$ cat src/rtl/lif_pkg.sv
// Shared constants, FSM encoding and fixed-point helper for the LIF neuron array.
package lif_pkg;

    localparam int unsigned DW        = 8;
    localparam int unsigned PW        = 17;
    localparam int unsigned ADAPT_INC = 295;
    localparam int unsigned ADAPT_DEC = 250;
    localparam int unsigned THR_MAX   = 220;
    localparam int unsigned THR_MIN   = 32;
    localparam int unsigned BETA_MIN  = 128;
    localparam int unsigned BETA_MAX  = 220;

    typedef enum logic [2:0] {
        S_IDLE,
        S_FETCH,
        S_UPDATE,
        S_EMIT,
        S_DONE
    } fsm_t;

    // (v * k) >> 8 evaluated at 17 bits, truncated to 8 bits
    function automatic logic [DW-1:0] scale8(input logic [DW-1:0] v, input int unsigned k);
        logic [PW-1:0] p;
        p = PW'(v) * PW'(k);
        return DW'(p >> 8);
    endfunction

endpackage

$ cat src/rtl/lif_update.sv
// Single-neuron LIF update: fire decision on the stored state, leak/integrate, adaptation.
module lif_update
    import lif_pkg::*;
(
    input  logic [DW-1:0] i_state,
    input  logic [DW-1:0] i_thr,
    input  logic [DW-1:0] i_beta,
    input  logic [DW-1:0] i_cur,
    input  logic          i_adapt_thr,
    input  logic          i_adapt_beta,
    output logic          o_fire,
    output logic [DW-1:0] o_state_n,
    output logic [DW-1:0] o_thr_n,
    output logic [DW-1:0] o_beta_n
);

    logic [DW-1:0] w_decay;
    logic [DW:0]   w_sum;

    assign w_decay = scale8(i_state, i_beta);
    assign w_sum   = (DW+1)'(i_cur) + (DW+1)'(w_decay);

    // Fire resets the membrane and tightens adaptation; otherwise integrate with saturation
    always_comb begin
        o_fire    = (i_state >= i_thr);
        o_state_n = '0;
        o_thr_n   = i_thr;
        o_beta_n  = i_beta;
        if (o_fire) begin
            if (i_adapt_thr && (i_thr < DW'(THR_MAX)))
                o_thr_n = scale8(i_thr, ADAPT_INC);
            if (i_adapt_beta && (i_beta > DW'(BETA_MIN)))
                o_beta_n = scale8(i_beta, ADAPT_DEC);
        end else begin
            o_state_n = w_sum[DW] ? {DW{1'b1}} : w_sum[DW-1:0];
            if (i_adapt_thr && (i_thr > DW'(THR_MIN)))
                o_thr_n = scale8(i_thr, ADAPT_DEC);
            if (i_adapt_beta && (i_beta < DW'(BETA_MAX)))
                o_beta_n = scale8(i_beta, ADAPT_INC);
        end
    end

endmodule

$ cat src/rtl/lif_array_sched.sv
// Time-multiplexed scheduler sharing one LIF update datapath across N virtual neurons.
module lif_array_sched
    import lif_pkg::*;
#(
    parameter  int unsigned N_NEURONS   = 4,
    parameter  int unsigned THRESH_INIT = 100,
    parameter  int unsigned BETA_INIT   = 224,
    localparam int unsigned IW          = $clog2(N_NEURONS)
)
(
    input  logic          clk,
    input  logic          rst_n,
    input  logic          start,
    input  logic          adaptive_threshold,
    input  logic          adaptive_beta,
    input  logic          cur_valid,
    input  logic [DW-1:0] cur_data,
    output logic          cur_ready,
    output logic [IW-1:0] cur_idx,
    output logic          spike_valid,
    output logic [IW-1:0] spike_id,
    input  logic          spike_ready,
    output logic          busy,
    output logic          done,
    input  logic [IW-1:0] mon_sel,
    output logic [DW-1:0] mon_state
);

    fsm_t          r_fsm;
    fsm_t          w_fsm_n;
    logic [IW-1:0] r_idx;
    logic [IW-1:0] w_idx_n;
    logic [DW-1:0] r_cur;
    logic [DW-1:0] r_state [N_NEURONS];
    logic [DW-1:0] r_thr   [N_NEURONS];
    logic [DW-1:0] r_beta  [N_NEURONS];

    logic          w_fire;
    logic [DW-1:0] w_state_n;
    logic [DW-1:0] w_thr_n;
    logic [DW-1:0] w_beta_n;
    logic          w_last;

    assign w_last = (r_idx == IW'(N_NEURONS - 1));

    lif_update u_update (
        .i_state      (r_state[r_idx]),
        .i_thr        (r_thr[r_idx]),
        .i_beta       (r_beta[r_idx]),
        .i_cur        (r_cur),
        .i_adapt_thr  (adaptive_threshold),
        .i_adapt_beta (adaptive_beta),
        .o_fire       (w_fire),
        .o_state_n    (w_state_n),
        .o_thr_n      (w_thr_n),
        .o_beta_n     (w_beta_n)
    );

    // FSM state, neuron index and latched input current
    always_ff @(posedge clk) begin
        if (!rst_n) begin
            r_fsm <= S_IDLE;
            r_idx <= '0;
            r_cur <= '0;
        end else begin
            r_fsm <= w_fsm_n;
            r_idx <= w_idx_n;
            if ((r_fsm == S_FETCH) && cur_valid)
                r_cur <= cur_data;
        end
    end

    // Next-state logic; a completed neuron either wraps to DONE or advances idx
    always_comb begin
        w_fsm_n = r_fsm;
        w_idx_n = r_idx;
        case (r_fsm)
            S_IDLE: begin
                if (start) begin
                    w_fsm_n = S_FETCH;
                    w_idx_n = '0;
                end
            end
            S_FETCH: begin
                if (cur_valid)
                    w_fsm_n = S_UPDATE;
            end
            S_UPDATE: begin
                if (w_fire) begin
                    w_fsm_n = S_EMIT;
                end else if (w_last) begin
                    w_fsm_n = S_DONE;
                end else begin
                    w_fsm_n = S_FETCH;
                    w_idx_n = r_idx + IW'(1);
                end
            end
            S_EMIT: begin
                if (spike_ready) begin
                    if (w_last) begin
                        w_fsm_n = S_DONE;
                    end else begin
                        w_fsm_n = S_FETCH;
                        w_idx_n = r_idx + IW'(1);
                    end
                end
            end
            S_DONE: begin
                w_fsm_n = S_IDLE;
            end
            default: begin
                w_fsm_n = S_IDLE;
                w_idx_n = '0;
            end
        endcase
    end

    // Per-neuron membrane, threshold and decay storage; written back once per UPDATE
    always_ff @(posedge clk) begin
        if (!rst_n) begin
            for (int i = 0; i < int'(N_NEURONS); i++) begin
                r_state[i] <= '0;
                r_thr[i]   <= DW'(THRESH_INIT);
                r_beta[i]  <= DW'(BETA_INIT);
            end
        end else if (r_fsm == S_UPDATE) begin
            r_state[r_idx] <= w_state_n;
            r_thr[r_idx]   <= w_thr_n;
            r_beta[r_idx]  <= w_beta_n;
        end
    end

    // Handshake and status outputs decoded from registered state only
    assign cur_ready   = (r_fsm == S_FETCH);
    assign cur_idx     = r_idx;
    assign spike_valid = (r_fsm == S_EMIT);
    assign spike_id    = r_idx;
    assign busy        = (r_fsm != S_IDLE);
    assign done        = (r_fsm == S_DONE);

    // Debug read port; out-of-range selects read as zero
    assign mon_state = (32'(mon_sel) < N_NEURONS) ? r_state[mon_sel] : '0;

endmodule
$ cat config.mk
export PLATFORM = sky130hd
export DESIGN_NAME = lif_array_sched
export DESIGN_NICKNAME = d
export VERILOG_FILES = /design/src/rtl/lif_pkg.sv /design/src/rtl/lif_update.sv /design/src/rtl/lif_array_sched.sv
export SDC_FILE = /design/constraint.sdc
export NUM_CORES = 1
export LEC_CHECK = 0
export CAP_MARGIN = 10
export CELL_PAD_IN_SITES_DETAIL_PLACEMENT = 1
export CELL_PAD_IN_SITES_GLOBAL_PLACEMENT = 2
export CORE_ASPECT_RATIO = 0.5
export CORE_MARGIN = 2
export CORE_UTILIZATION = 40
export CTS_BUF_LIST = sky130_fd_sc_hd__clkbuf_16
export DETAILED_ROUTE_END_ITERATION = 8
export PLACE_DENSITY = 0.78
export SYNTH_ARGS = -nofsm -noshare
export SYNTH_HDL_FRONTEND = slang
export SYNTH_SLANG_ARGS = --single-unit
export TNS_END_PERCENT = 1
$ cat constraint.sdc
create_clock -name clk -period 18.5 [get_ports clk]
set_clock_uncertainty 0.2 [all_clocks]
set_input_delay 3.7 -clock clk [delete_from_list [all_inputs] [get_ports clk]]
set_output_delay 3.7 -clock clk [all_outputs]
set_load 0.01 [all_outputs]
# == Word level (Yosys, flattened, before mapping) ==
# Memories as Yosys holds them, arrays and structs flattened. A register that Yosys moved wholly into a read port is not among the register bits.
# Index checks and enable logic that the tools add are counted.
# W data, S select, Z words.
# word_totals
regBits,13
ram_bits,96
inputBits,17
output_inout_bits,16
wordCells,79
memories,3
# op_classes
add_sub_neg,2
n_mul,5
magnitude_cmp,5
eq_ne,9
mux,38
n_bitwise,1
n_reduce_logical,13
# mem_list
memory,words,word_bits,read_ports,rd_clocked_by_memory_dff,write_ports,line_no,rtl
r_beta,4,8,1,1,4,lif_array_sched.sv:36,logic [DW-1:0] r_beta [N_NEURONS];
r_state,4,8,2,1,4,lif_array_sched.sv:34,logic [DW-1:0] r_state [N_NEURONS];
r_thr,4,8,1,1,4,lif_array_sched.sv:35,logic [DW-1:0] r_thr [N_NEURONS];
# ops
op,count
$mux W8,11
$mul A8 B9 Y16 const B,2
$mul A8 B7 Y15 const B,2
$mux W2,13
$reduce_or A8 Y1,3
$lt A8 B8 Y1 const B,2
$mul A8 B8 Y16,1
$mux W3,5
$pmux W3 S4,1
$add A8 B8 Y9,1
$ge A8 B8 Y1,1
$gt A8 B6 Y1 const B,1
$gt A8 B8 Y1 const B,1
$pmux W2 S4,1
$mux W1,7
$eq A3 B2 Y1 const B,2
$ne A2 B2 Y1 const B,3
$logic_and A1 B1 Y1,5
$reduce_and A4 Y1,1
$eq A3 B1 Y1 const B,1
$eq A3 B3 Y1 const B,1
$logic_not A3 Y1,1
$reduce_and A3 Y1,1
$reduce_bool A3 Y1,1
5 further kinds,5

# == Logic depth before layout (Yosys ltp) ==
# logic_depth
depth_word,6
mapped_depth,28
mapped_depth_nobuf,27

# == By module ==
# A second synthesis with hierarchy kept.
# hier_totals
hier_cells,1118
area_unflattened_um2,12329.3
# modules_own_cells
module,n_inst,cells_per_inst,area_each_um2,seq_area_each_um2
lif_update,1,795,7249.5,0.0
lif_array_sched,1,323,5079.9,3183.1

# == Least setup slack after synthesis ==
# No wires, ideal clock.
# synth_timing
kind,input-to-output
start,input mon_sel[0]
end,output mon_state[0]
arrival_time_ns,4.715
required_time_ns,14.600
setup_slack_ns,9.885
path_stages,2
path_buffers,1
cell_sequence,clkbuf_1 > mux4_2
# synth_between
elab_chain_len,1
# synth_lines
item,line_no,rtl
start: declaration,lif_array_sched.sv:25,"input logic [IW-1:0] mon_sel,"
$mem_v2 Z4 W8,--,
end: declaration,lif_array_sched.sv:26,output logic [DW-1:0] mon_state
# No other way between the ends.

# == Final worst setup path ==
# layout_timing
start,input mon_sel[0]
end,output mon_state[7]
# The elaborated chain is that of the path after synthesis.

==> results.json <==
{
  "finish.utilization": 0.448,
  "rows": 44,
  "synth_edf_count": 96,
  "grt_pass1_vias": 9480,
  "antenna_found_initial": 0,
  "setup_viol": 0,
  "drv_slew": 0,
  "post_cts_buffers": 0,
  "finalCriticalPeriod_ns": 9.47,
  "syn_inst": 1132,
  "clock_latency_ns": 0.36,
  "via_per_inst": 5.45,
  "synth_fp_nets": 1447,
  "cts_buffers": 9,
  "clk_path_buf_depth": 2,
  "cp.required_ns": 14.60,
  "powerDensity_mw_per_mm2": 133,
  "detail_route.iter0.violations": 449,
  "ctsResizeCount": 0,
  "path_clk_slew_ns": 0.07,
  "ys_warn_count": 0,
  "rsz0062_at_grt": "false",
  "grt_usage": 0.206,
  "hold_violations": 0,
  "slew_headroom": 0.319,
  "start_util": 0.411,
  "yosysUniqueCellTypes": 74,
  "synth-seq-cells": 111,
  "antenna_left": 0,
  "grt_max_degree": 27,
  "worst-setup-path-type": "in -> out",
  "seq_area_frac_synth": 0.264,
  "grt_first_pass_wirelength_um": 51100,
  "ff2ff_path_depth": 24,
  "drt-total-wl_um": 30900,
  "ios": 33,
  "cap_violations": 0,
  "nNetsFinal": 1471,
  "path_max_fanout": 8,
  "tightestPinTransition_ns": 1.02,
  "regArea_mm2": 0.00318,
  "tritoncts": "built",
  "power.leakage_nw": 5.70,
  "setup_tns_ns": 0,
  "gp_congestion": 0.838,
  "crit_path_end_kind": "primary output",
  "cp.arrival_ns": 5.57,
  "hpwl_um": 24400,
  "multi_input_area_mm2": 0.00826,
  "n_fill_cell": 3174,
  "route.vias.total": 8461,
  "status": "completed",
  "syn_avg_cell_area_um2": 10.7,
  "min_period_over_period": 0.512,
  "p_total_mw": 1.75,
  "die_x_um": 250,
  "drc": 0,
  "coreArea_mm2": 0.0293,
  "synth_top_flop_cell": "edfxtp_1",
  "antennaDiodeCount": 0,
  "synthesis.area_mm2": 0.0121,
  "die-area_mm2": 0.0317,
  "wl_per_cell_um": 19.9,
  "clock_sinks": 111,
  "peakVddDrop_uv": 60.6,
  "drive_gt1_frac": 0.0672,
  "start_kind": "input port",
  "root_buffer": "clkbuf_16",
  "drt_first_pass_iters": 4,
  "area_growth_pct": 8.80,
  "grt-ovfl-total": 0,
  "hold_depth": 2,
  "htree_levels": 3,
  "hold_class": "reg -> reg",
  "numPortBuffers": 32,
  "ctsHoldBuffers": 0,
  "dieHeight_um": 127,
  "async_flop_share": 0,
  "fmax_mhz": 106
}
sequential cells by signal, indices dropped and copies added (netlist names), named ones only:
signal / count
r_cur: 8
r_beta: 32
cur_idx: 2
r_state: 32
r_fsm: 3
r_thr: 32
layout make-up:
| cell class | count | area share |
|---|---|---|
| repair buffers | 42 | 0.0301 |
| multi-input cells | 857 | 0.629 |
| clock buffers | 9 | 0.0171 |
| inverters | 135 | 0.0386 |
| clock inverters | 7 | 0.00543 |
| well taps | 391 | 0.0373 |
| flip-flops and latches | 111 | 0.242 |
metal layers:
metal  wire, um  track usage  vias up
li1           -            -     3998
met1      14800        0.280     4335
met2      15000        0.357      104
met3        847       0.0259       24
met4        327       0.0379        0
met5          0            0        -
critical path, cell delays in order:
cell and delay [ns]:
clkdlybuf4s50_1 0.80, mux4_2 0.57, clkdlybuf4s50_1 0.50
synthesized netlist by cell type (5+ instances only):
cell	instances	area [um2]
and2_1	50	313
fa_1	94	1880
nand2b_1	8	50.1
or3_1	9	56.3
o211ai_1	5	37.5
mux4_2	30	676
o21ai_0	26	130
a211oi_1	6	45.0
inv_1	134	503
a21oi_1	40	200
nand4_1	6	37.5
nand2_1	61	229
xnor2_1	25	219
nor2_1	111	417
nand3_1	15	75.1
clkbuf_1	18	67.6
nor3_1	21	105
nor3b_1	9	67.6
ha_1	204	2550
a221oi_1	5	43.8
nor2b_1	14	87.6
dfxtp_1	15	300
mux2i_1	13	130
o21a_1	13	97.6
xor2_1	11	96.3
a21boi_0	5	37.5
edfxtp_1	96	2880
a21o_1	10	75.1
stage by stage:
step           hold WS (ns)  instances  instance area (um2)  setup slack, ns
2_1_floorplan         0.290       1132                12100             9.88
3_3_place_gp          0.322       1536                12800             9.05
3_5_place_dp          0.322       1536                12800             8.99
4_1_cts               0.338       1552                13100             8.99
5_1_grt               0.370       1552                13100             8.90
6_report              0.336       1552                13100             9.03
final timing paths:
kind                   start       endpoint  slack (ns)
setup / recovery  mon_sel[0]   mon_state[7]        9.03
hold / removal      r_cur[2]       r_cur[2]        0.34
setup reg to reg        flop  r_state[0][5]       10.36
hold reg to reg     r_cur[2]       r_cur[2]        0.34
report_power, final:
part | switching, mW | total (mW) | internal (mW)
clock network | 0.0980 | 0.193 | 0.0954
logic | 0.737 | 1.25 | 0.517
registers | 0.0118 | 0.298 | 0.287
total | 0.847 | 1.75 | 0.899
kinds of logic (layout without fill, tap and decap cells):
kind of cell / Yosys count / after routing / share of synthesized area
AND/OR/NAND/NOR: 331 / 331 / 0.137
adder cells (fa/ha/maj): 298 / 298 / 0.367
buffers and inverters: 164 / 193 / 0.0530
AO/OA/AOI/OAI: 145 / 145 / 0.0823
flip-flops: 111 / 111 / 0.264
multiplexers: 47 / 47 / 0.0705
XOR/XNOR: 36 / 36 / 0.0261
cell usage in the layout, fill, tap and decap left out, types with 6 or more instances in the layout:
master / instances
ha_1: 204
inv_1: 134
nor2_1: 111
edfxtp_1: 96
fa_1: 94
nand2_1: 61
and2_1: 50
a21oi_1: 40
clkdlybuf4s50_1: 32
mux4_2: 30
o21ai_0: 26
xnor2_1: 25
nor3_1: 21
nand3_1: 15
nor2b_1: 14
dfxtp_1: 14
mux2i_1: 13
o21a_1: 13
xor2_1: 11
a21o_1: 10
buf_4: 10
or3_1: 9
clkbuf_16: 9
nor3b_1: 8
nand2b_1: 8
nand4_1: 6
a211oi_1: 6
Note: power is estimated with default switching activity, not from simulation.
